$ cat config.mk
export PLATFORM = sky130hd
export DESIGN_NAME = bisr_ru_alloc_scheduler
export DESIGN_NICKNAME = d
export VERILOG_FILES = /design/src/rtl/bisr_ru_alloc_scheduler_pkg.sv /design/src/rtl/bisr_ru_alloc_scheduler_table.sv /design/src/rtl/bisr_ru_alloc_scheduler.sv
export SDC_FILE = /design/constraint.sdc
export NUM_CORES = 1
export LEC_CHECK = 0
export ABC_AREA = 0
export CORE_ASPECT_RATIO = 1.4
export CORE_UTILIZATION = 50
export DETAILED_ROUTE_END_ITERATION = 7
export PLACE_DENSITY = 0.87
export SLEW_MARGIN = 10
export SYNTH_ARGS = -nofsm -noshare
export SYNTH_HDL_FRONTEND = slang
export SYNTH_HIERARCHICAL = 1
export SYNTH_SLANG_ARGS = --single-unit
$ cat constraint.sdc
create_clock -name clk -period 4.7 [get_ports clk]
set_input_delay 0.47 -clock clk [delete_from_list [all_inputs] [get_ports clk]]
set_output_delay 0.47 -clock clk [all_outputs]
set_load 0.005 [all_outputs]
$ cat src/rtl/bisr_ru_alloc_scheduler_pkg.sv
// Shared types and width helpers for the BISR recompute-unit allocation slice.
// Contents: the scheduler state enum and constant functions that derive the
// RW / CW / PE_IDX_W / FC_W widths from the array geometry.
package bisr_pkg;

  typedef enum logic [2:0] {
    ST_IDLE,
    ST_LAUNCH,
    ST_WAIT,
    ST_SCAN,
    ST_DONE
  } state_t;

  // Row-field width RW = $clog2(ROWS)
  function automatic int unsigned rw_of(input int unsigned rows);
    return $clog2(rows);
  endfunction

  // Column-field width CW = $clog2(COLS)
  function automatic int unsigned cw_of(input int unsigned cols);
    return $clog2(cols);
  endfunction

  // PE index width PE_IDX_W = $clog2(ROWS*COLS)
  function automatic int unsigned pe_idx_w_of(input int unsigned rows, input int unsigned cols);
    return $clog2(rows * cols);
  endfunction

  // Fault counter width FC_W = $clog2(ROWS*COLS+1)
  function automatic int unsigned fc_w_of(input int unsigned rows, input int unsigned cols);
    return $clog2(rows * cols + 1);
  endfunction

endpackage

$ cat src/rtl/bisr_ru_alloc_scheduler_table.sv
// ru_alloc_table: append-only table of NUM_RU recompute-unit slots.
// Ports:
//   clk, rst            clock, synchronous active-low reset
//   clear               empties the table (pointer back to slot 0)
//   append_valid        write append_row/append_col into the next free slot
//   append_row/col      PE coordinates to record
//   ru_en               bit k set once slot k has been written
//   ru_row_mapping      slot k row at [k*RW +: RW]
//   ru_col_mapping      slot k column at [k*CW +: CW]
//   full                every slot is in use; further appends are dropped
module ru_alloc_table #(
  parameter int unsigned NUM_RU = 4,
  parameter int unsigned RW     = 2,
  parameter int unsigned CW     = 2
) (
  input  logic                 clk,
  input  logic                 rst,
  input  logic                 clear,
  input  logic                 append_valid,
  input  logic [RW-1:0]        append_row,
  input  logic [CW-1:0]        append_col,
  output logic [NUM_RU-1:0]    ru_en,
  output logic [RW*NUM_RU-1:0] ru_row_mapping,
  output logic [CW*NUM_RU-1:0] ru_col_mapping,
  output logic                 full
);

  localparam int unsigned PW = $clog2(NUM_RU + 1);

  logic [PW-1:0] ptr;

  assign full = (ptr == PW'(NUM_RU));

  always_ff @(posedge clk) begin
    if (!rst) begin
      ptr            <= '0;
      ru_en          <= '0;
      ru_row_mapping <= '0;
      ru_col_mapping <= '0;
    end else if (clear) begin
      ptr            <= '0;
      ru_en          <= '0;
      ru_row_mapping <= '0;
      ru_col_mapping <= '0;
    end else if (append_valid && !full) begin
      ru_en[ptr]                    <= 1'b1;
      ru_row_mapping[ptr*RW +: RW]  <= append_row;
      ru_col_mapping[ptr*CW +: CW]  <= append_col;
      ptr                           <= ptr + 1'b1;
    end
  end

endmodule

$ cat src/rtl/bisr_ru_alloc_scheduler.sv
// bisr_ru_alloc_scheduler: launches the STW self-test, captures the PE fault
// map, then scans it row-major and assigns faulty PEs to recompute units.
// Ports:
//   clk, rst         clock, synchronous active-low reset
//   start            run request, honoured only in IDLE
//   stw_start        one-cycle launch pulse to the array self-test
//   stw_complete     self-test finished (sampled only while waiting)
//   stw_result_mat   fault map, bit r*COLS+c = PE(r,c) faulty
//   ru_en            RU k allocated
//   ru_row_mapping   row served by RU k at [k*RW +: RW]
//   ru_col_mapping   column served by RU k at [k*CW +: CW]
//   fault_count      faulty PEs found in the last scan
//   busy             high outside IDLE
//   done             one-cycle end-of-sequence pulse
//   overflow         more faults than RUs (sticky until next start)
//   timeout          self-test never completed (sticky until next start)
module bisr_ru_alloc_scheduler
  import bisr_pkg::*;
#(
  parameter int unsigned ROWS         = 4,
  parameter int unsigned COLS         = 4,
  parameter int unsigned NUM_RU       = 4,
  parameter int unsigned TEST_TIMEOUT = 255
) (
  input  logic                                  clk,
  input  logic                                  rst,
  input  logic                                  start,
  output logic                                  stw_start,
  input  logic                                  stw_complete,
  input  logic [ROWS*COLS-1:0]                  stw_result_mat,
  output logic [NUM_RU-1:0]                     ru_en,
  output logic [$clog2(ROWS)*NUM_RU-1:0]        ru_row_mapping,
  output logic [$clog2(COLS)*NUM_RU-1:0]        ru_col_mapping,
  output logic [$clog2(ROWS*COLS+1)-1:0]        fault_count,
  output logic                                  busy,
  output logic                                  done,
  output logic                                  overflow,
  output logic                                  timeout
);

  localparam int unsigned RW       = rw_of(ROWS);
  localparam int unsigned CW       = cw_of(COLS);
  localparam int unsigned PE_IDX_W = pe_idx_w_of(ROWS, COLS);
  localparam int unsigned FC_W     = fc_w_of(ROWS, COLS);
  localparam int unsigned WCW      = $clog2(TEST_TIMEOUT + 1);

  state_t                state, next_state;
  logic [WCW-1:0]        wait_cnt;
  logic [PE_IDX_W-1:0]   scan_idx;
  logic [ROWS*COLS-1:0]  fault_map;

  logic                  table_clear;
  logic                  append_valid;
  logic                  table_full;
  logic [RW-1:0]         cur_row;
  logic [CW-1:0]         cur_col;

  logic                  wait_expired;
  logic                  scan_last;

  assign wait_expired = (wait_cnt == WCW'(TEST_TIMEOUT - 1));
  assign scan_last    = (scan_idx == PE_IDX_W'(ROWS * COLS - 1));

  // State register
  always_ff @(posedge clk) begin
    if (!rst) state <= ST_IDLE;
    else      state <= next_state;
  end

  // Next-state logic; completion takes priority over the timeout
  always_comb begin
    next_state = state;
    unique case (state)
      ST_IDLE:   if (start) next_state = ST_LAUNCH;
      ST_LAUNCH: next_state = ST_WAIT;
      ST_WAIT: begin
        if (stw_complete)      next_state = ST_SCAN;
        else if (wait_expired) next_state = ST_DONE;
      end
      ST_SCAN:   if (scan_last) next_state = ST_DONE;
      ST_DONE:   next_state = ST_IDLE;
      default:   next_state = ST_IDLE;
    endcase
  end

  // Outputs and table controls
  always_comb begin
    int unsigned idx;
    idx          = 32'(scan_idx);
    stw_start    = (state == ST_LAUNCH);
    busy         = (state != ST_IDLE);
    done         = (state == ST_DONE);
    table_clear  = (state == ST_IDLE) && start;
    append_valid = (state == ST_SCAN) && fault_map[scan_idx];
    cur_row      = RW'(idx / COLS);
    cur_col      = CW'(idx % COLS);
  end

  // Datapath: wait counter, captured map, scan index, status flags
  always_ff @(posedge clk) begin
    if (!rst) begin
      wait_cnt    <= '0;
      scan_idx    <= '0;
      fault_map   <= '0;
      fault_count <= '0;
      overflow    <= 1'b0;
      timeout     <= 1'b0;
    end else begin
      unique case (state)
        ST_IDLE: begin
          if (start) begin
            wait_cnt    <= '0;
            scan_idx    <= '0;
            fault_count <= '0;
            overflow    <= 1'b0;
            timeout     <= 1'b0;
          end
        end
        ST_WAIT: begin
          wait_cnt <= wait_cnt + 1'b1;
          if (stw_complete)      fault_map <= stw_result_mat;
          else if (wait_expired) timeout   <= 1'b1;
        end
        ST_SCAN: begin
          scan_idx <= scan_idx + 1'b1;
          if (fault_map[scan_idx]) begin
            fault_count <= fault_count + FC_W'(1);
            if (table_full) overflow <= 1'b1;
          end
        end
        default: ;
      endcase
    end
  end

  ru_alloc_table #(
    .NUM_RU (NUM_RU),
    .RW     (RW),
    .CW     (CW)
  ) u_table (
    .clk            (clk),
    .rst            (rst),
    .clear          (table_clear),
    .append_valid   (append_valid),
    .append_row     (cur_row),
    .append_col     (cur_col),
    .ru_en          (ru_en),
    .ru_row_mapping (ru_row_mapping),
    .ru_col_mapping (ru_col_mapping),
    .full           (table_full)
  );

endmodule
==> reports/summary.md <==
### Logic synthesis
* top cells by count, synth: sky130_fd_sc_hd__dfxtp_1, sky130_fd_sc_hd__nand2_1, sky130_fd_sc_hd__a21boi_0, sky130_fd_sc_hd__nor2_1, sky130_fd_sc_hd__a21oi_1
* number of synthesized register bits: 61
* area fraction of the dominant cell type after synthesis: 41.3%
* Synth Flop Type: sky130_fd_sc_hd__dfxtp_1
* cell area after technology mapping: 2950 um2
* share of flip-flops with an asynchronous set or reset: 0%
* Syn Area/Cell: 8.92 um2
* top-count cell post-synth: sky130_fd_sc_hd__dfxtp_1
* fraction of synthesized area in multiplexers: 5.84%
* dominant cell type by area after synthesis: sky130_fd_sc_hd__dfxtp_1
* simple-gate share of the synthesized area: 28.7%
* number of warnings reported in the yosys synthesis log: 6
* largest family of logic cells by synthesized area: simple AND/OR/NAND/NOR gates
* number of flops mapped to enable cells by yosys: 0
* arithmetic-cell share of the synthesized area counting full adders, half adders and majority gates: 4.66%
* part of the Yosys area used for sequential elements: 41.3%
* Post-Syn Instances: 331
* Cell variety after synth: 49
* Post-Syn Nets: 362
* compound-gate portion of the synthesized area: 15.4%
* Area contributors post-synth: sky130_fd_sc_hd__dfxtp_1, sky130_fd_sc_hd__nand2_1, sky130_fd_sc_hd__a21boi_0
* synthesized-area fraction occupied by xor and xnor cells: 0.296%

### Placed design
* Buffers on Ports: 49
* setup slack after placement: 2.07 ns
* half-perimeter wire length of the detailed placement result: 4370 um
* Placer Congestion: 0.829
* post-placement cell count: 432
* cell area after placement: 3460 um2

### Detailed routing
* DRC: 0
* number of vias per cell after detailed routing: 5.65
* detailed-route via count: 2,529
* Pre-antenna DRT Iters: 4
* detailed router's first-iteration violation count: 161
* remaining number of nets flagged by the antenna check after routing: 0
* Total Routed Length: 6180 um
* drt wl/cell: 13.8 um

### Cells and area
* layout cell share with drive strength beyond 1: 9.74%
* net count of the finished layout: 406
* final design area excluding fillers: 3670 um2
* final antenna diode count: 0
* utilization after layout: 65.4%
* area added between synthesis and finish: 24.1%
* fin cells: 448

### CTS
* clock tree from TritonCTS: done
* deepest level of the CTS H-tree: 3
* clock-pin slew on the worst setup and hold paths: 0.06 ns
* number of buffers added by the clock tree synthesis step: 9
* buffer cell driving the clock tree root: sky130_fd_sc_hd__clkbuf_8
* post-CTS setup buffer count: 0
* number of resized instances in the post-cts repair step: 0
* number of clock sinks seen by CTS: 61
* Max Buffers Root-to-Sink: 2
* Post-CTS Hold Fix Bufs: 0
* worst-skew pair later-pin latency: 0.34 ns

### Worst setup path
* largest fanout on the critical path: 12
* Data arrival, critical path: 2.85 ns
* capture point of the critical path: u_table/ptr[1]
* logic depth of the worst setup path including buffers: 6
* endpoint type of the worst setup path: flop
* cell family with most CP delay: multiplexers
* cell repeated most along the worst path: sky130_fd_sc_hd__mux4_2
* largest stage delay on the critical path: 0.68 ns
* critical path start-end classification: reg2reg
* endpoint required time on the critical path: 4.91 ns
* worst-case register-to-register setup slack: 2.06 ns
* endpoint of the worst register-to-register path: u_table/ptr[1]
* worst r2r path cells: 6
* worst path buffer plus inverter count: 0
* Worst setup SP type: flop
* CP cell instances: mux4_2 -> mux4_2 -> and2_4 -> nor2b_1 -> mux2i_1 -> nor2_1
* Crit-path slowest cell: sky130_fd_sc_hd__dfxtp_1
* launch point of the worst reg-to-reg path: scan_idx[0]
* startpoint of the most critical setup path: scan_idx[0]

### Die
* Initial Util: 52.7%
* x dimension of the die: 67.0 um
* core area: 5610 um2
* area enclosed by the die boundary: 6220 um2
* I/O pin cnt: 50
* overall die height: 92.9 um
* Site Rows: 32

### Global routing
* total global routing track utilization: 22.9%
* wire length of the first global-routing pass: 10,800 um
* largest net degree at the start of global routing: 38
* via count of the first global-routing pass: 2,480
* initial antenna violation count: 0
* remaining global-route overflow: 0

### STA
* minimum period implied by the final worst setup slack: 2.64 ns
* normalized max-slew margin: 36.1%
* RSZ-0062 raised after global routing: false
* Setup Total Neg Slack: 0 ns
* final worst hold slack: 0.453 ns
* fin crit share: 56.2%
* max-slew violation total from the final report: 0
* maximum clock rate: 0.378 GHz
* Final Hold Violating Endpoints: 0
* worst clock skew: 0.00688 ns
* worst-margin pin slew: 0.955 ns
* final setup margin: 2.06 ns
* Final setup viols: 0

### Power and ir drop
* Static Leakage: 1.38 nW
* Overall Power: 1.28 mW
* maximum vdd drop: 0.000248 V
* total power divided by cell area: 350 nW/um2

### Run
* number of max-capacitance violations reported: 0

### Min path
* launch instance of the worst min-delay path: u_table/ru_col_mapping[2]
* Hold/Removal Path Class: reg2reg

### Status
* run status: complete, no violations

[area by class of cell]
type                            instances  area, um2
Inverter                                8       30.0
Multi-Input combinational cell        245       1620
Fill cell                             473       1940
Timing Repair Buffer                   50        498
Clock inverter                          4       45.0
Sequential cell                        61       1220
Clock buffer                           12        165
Tap cell                               68       85.1
[metal layers]
metal | track usage [%] | vias up | share of wire [%]
li1 | - | 1271 | -
met3 | 5.30 | 17 | 4.2
met1 | 24.8 | 1174 | 41
met5 | 0 | - | 0
met4 | 12.2 | 0 | 2.5
met2 | 39.9 | 67 | 52
[how the worst min path moves through the flow]
stage                                           end  depth (start not counted)
after floorplan                        fault_map[4]                          2
after global placement    u_table/ru_col_mapping[2]                          2
after detailed placement  u_table/ru_col_mapping[2]                          2
after CTS                 u_table/ru_col_mapping[2]                          2
after global routing      u_table/ru_row_mapping[6]                          2
final                     u_table/ru_col_mapping[2]                          2
[cell usage in the layout, fill, tap and decap left out, types with 2 or more instances in the layout]
cell,instances
sky130_fd_sc_hd__nor3_1,5
sky130_fd_sc_hd__inv_1,8
sky130_fd_sc_hd__a21boi_0,22
sky130_fd_sc_hd__a211oi_1,2
sky130_fd_sc_hd__nor2_1,22
sky130_fd_sc_hd__nand4b_1,3
sky130_fd_sc_hd__a31o_2,4
sky130_fd_sc_hd__nor3b_1,4
sky130_fd_sc_hd__ha_1,11
sky130_fd_sc_hd__o311ai_0,2
sky130_fd_sc_hd__and4b_2,2
sky130_fd_sc_hd__nand3b_1,4
sky130_fd_sc_hd__nor2b_1,7
sky130_fd_sc_hd__nand4_1,5
sky130_fd_sc_hd__a31oi_1,3
sky130_fd_sc_hd__nand3_1,15
sky130_fd_sc_hd__clkdlybuf4s50_1,49
sky130_fd_sc_hd__or4_1,2
sky130_fd_sc_hd__nand2_1,60
sky130_fd_sc_hd__and3_1,9
sky130_fd_sc_hd__clkbuf_8,12
sky130_fd_sc_hd__nand2b_1,2
sky130_fd_sc_hd__mux2i_1,6
sky130_fd_sc_hd__clkinv_2,3
sky130_fd_sc_hd__dfxtp_1,61
sky130_fd_sc_hd__mux4_2,5
sky130_fd_sc_hd__a211o_1,3
sky130_fd_sc_hd__and2_1,2
sky130_fd_sc_hd__a21oi_1,17
sky130_fd_sc_hd__o21ai_0,9
sky130_fd_sc_hd__or3_1,2
[worst reg2reg max path, stage by stage, from the launching register on]
cell and delay [ns]:
sky130_fd_sc_hd__dfxtp_1 0.68, sky130_fd_sc_hd__mux4_2 0.57, sky130_fd_sc_hd__mux4_2 0.56, sky130_fd_sc_hd__and2_4 0.23, sky130_fd_sc_hd__nor2b_1 0.21, sky130_fd_sc_hd__mux2i_1 0.21
sky130_fd_sc_hd__nor2_1 0.06
[registers in the layout, indices dropped and copies added (netlist names)]
signal and count:
u_table/ru_row_mapping 8, fault_count 5, wait_cnt 8, fault_map 16, u_table/ru_col_mapping 8, timeout 1
scan_idx 4, overflow 1, state 3, u_table/ru_en 4, u_table/ptr 3
[power breakdown]
group	switching [mW]	leakage (nW)	internal (mW)
registers	0.0396	0.492	0.542
logic	0.126	0.775	0.0954
clock network	0.193	0.112	0.285
total	0.359	1.38	0.923
[logic make-up (layout without fill, tap and decap cells)]
logic type                 Yosys count  count (layout)
DFF                                 61              61
xor gates and xnor gates             1               1
muxes                               11              11
AOI/OAI and AO/OA                   67              67
adders and majority gates           11              11
buffers and inverters               25              74
and+or+nand+nor                    155             155
No activity file was read; power rests on OpenSTA's default activity.
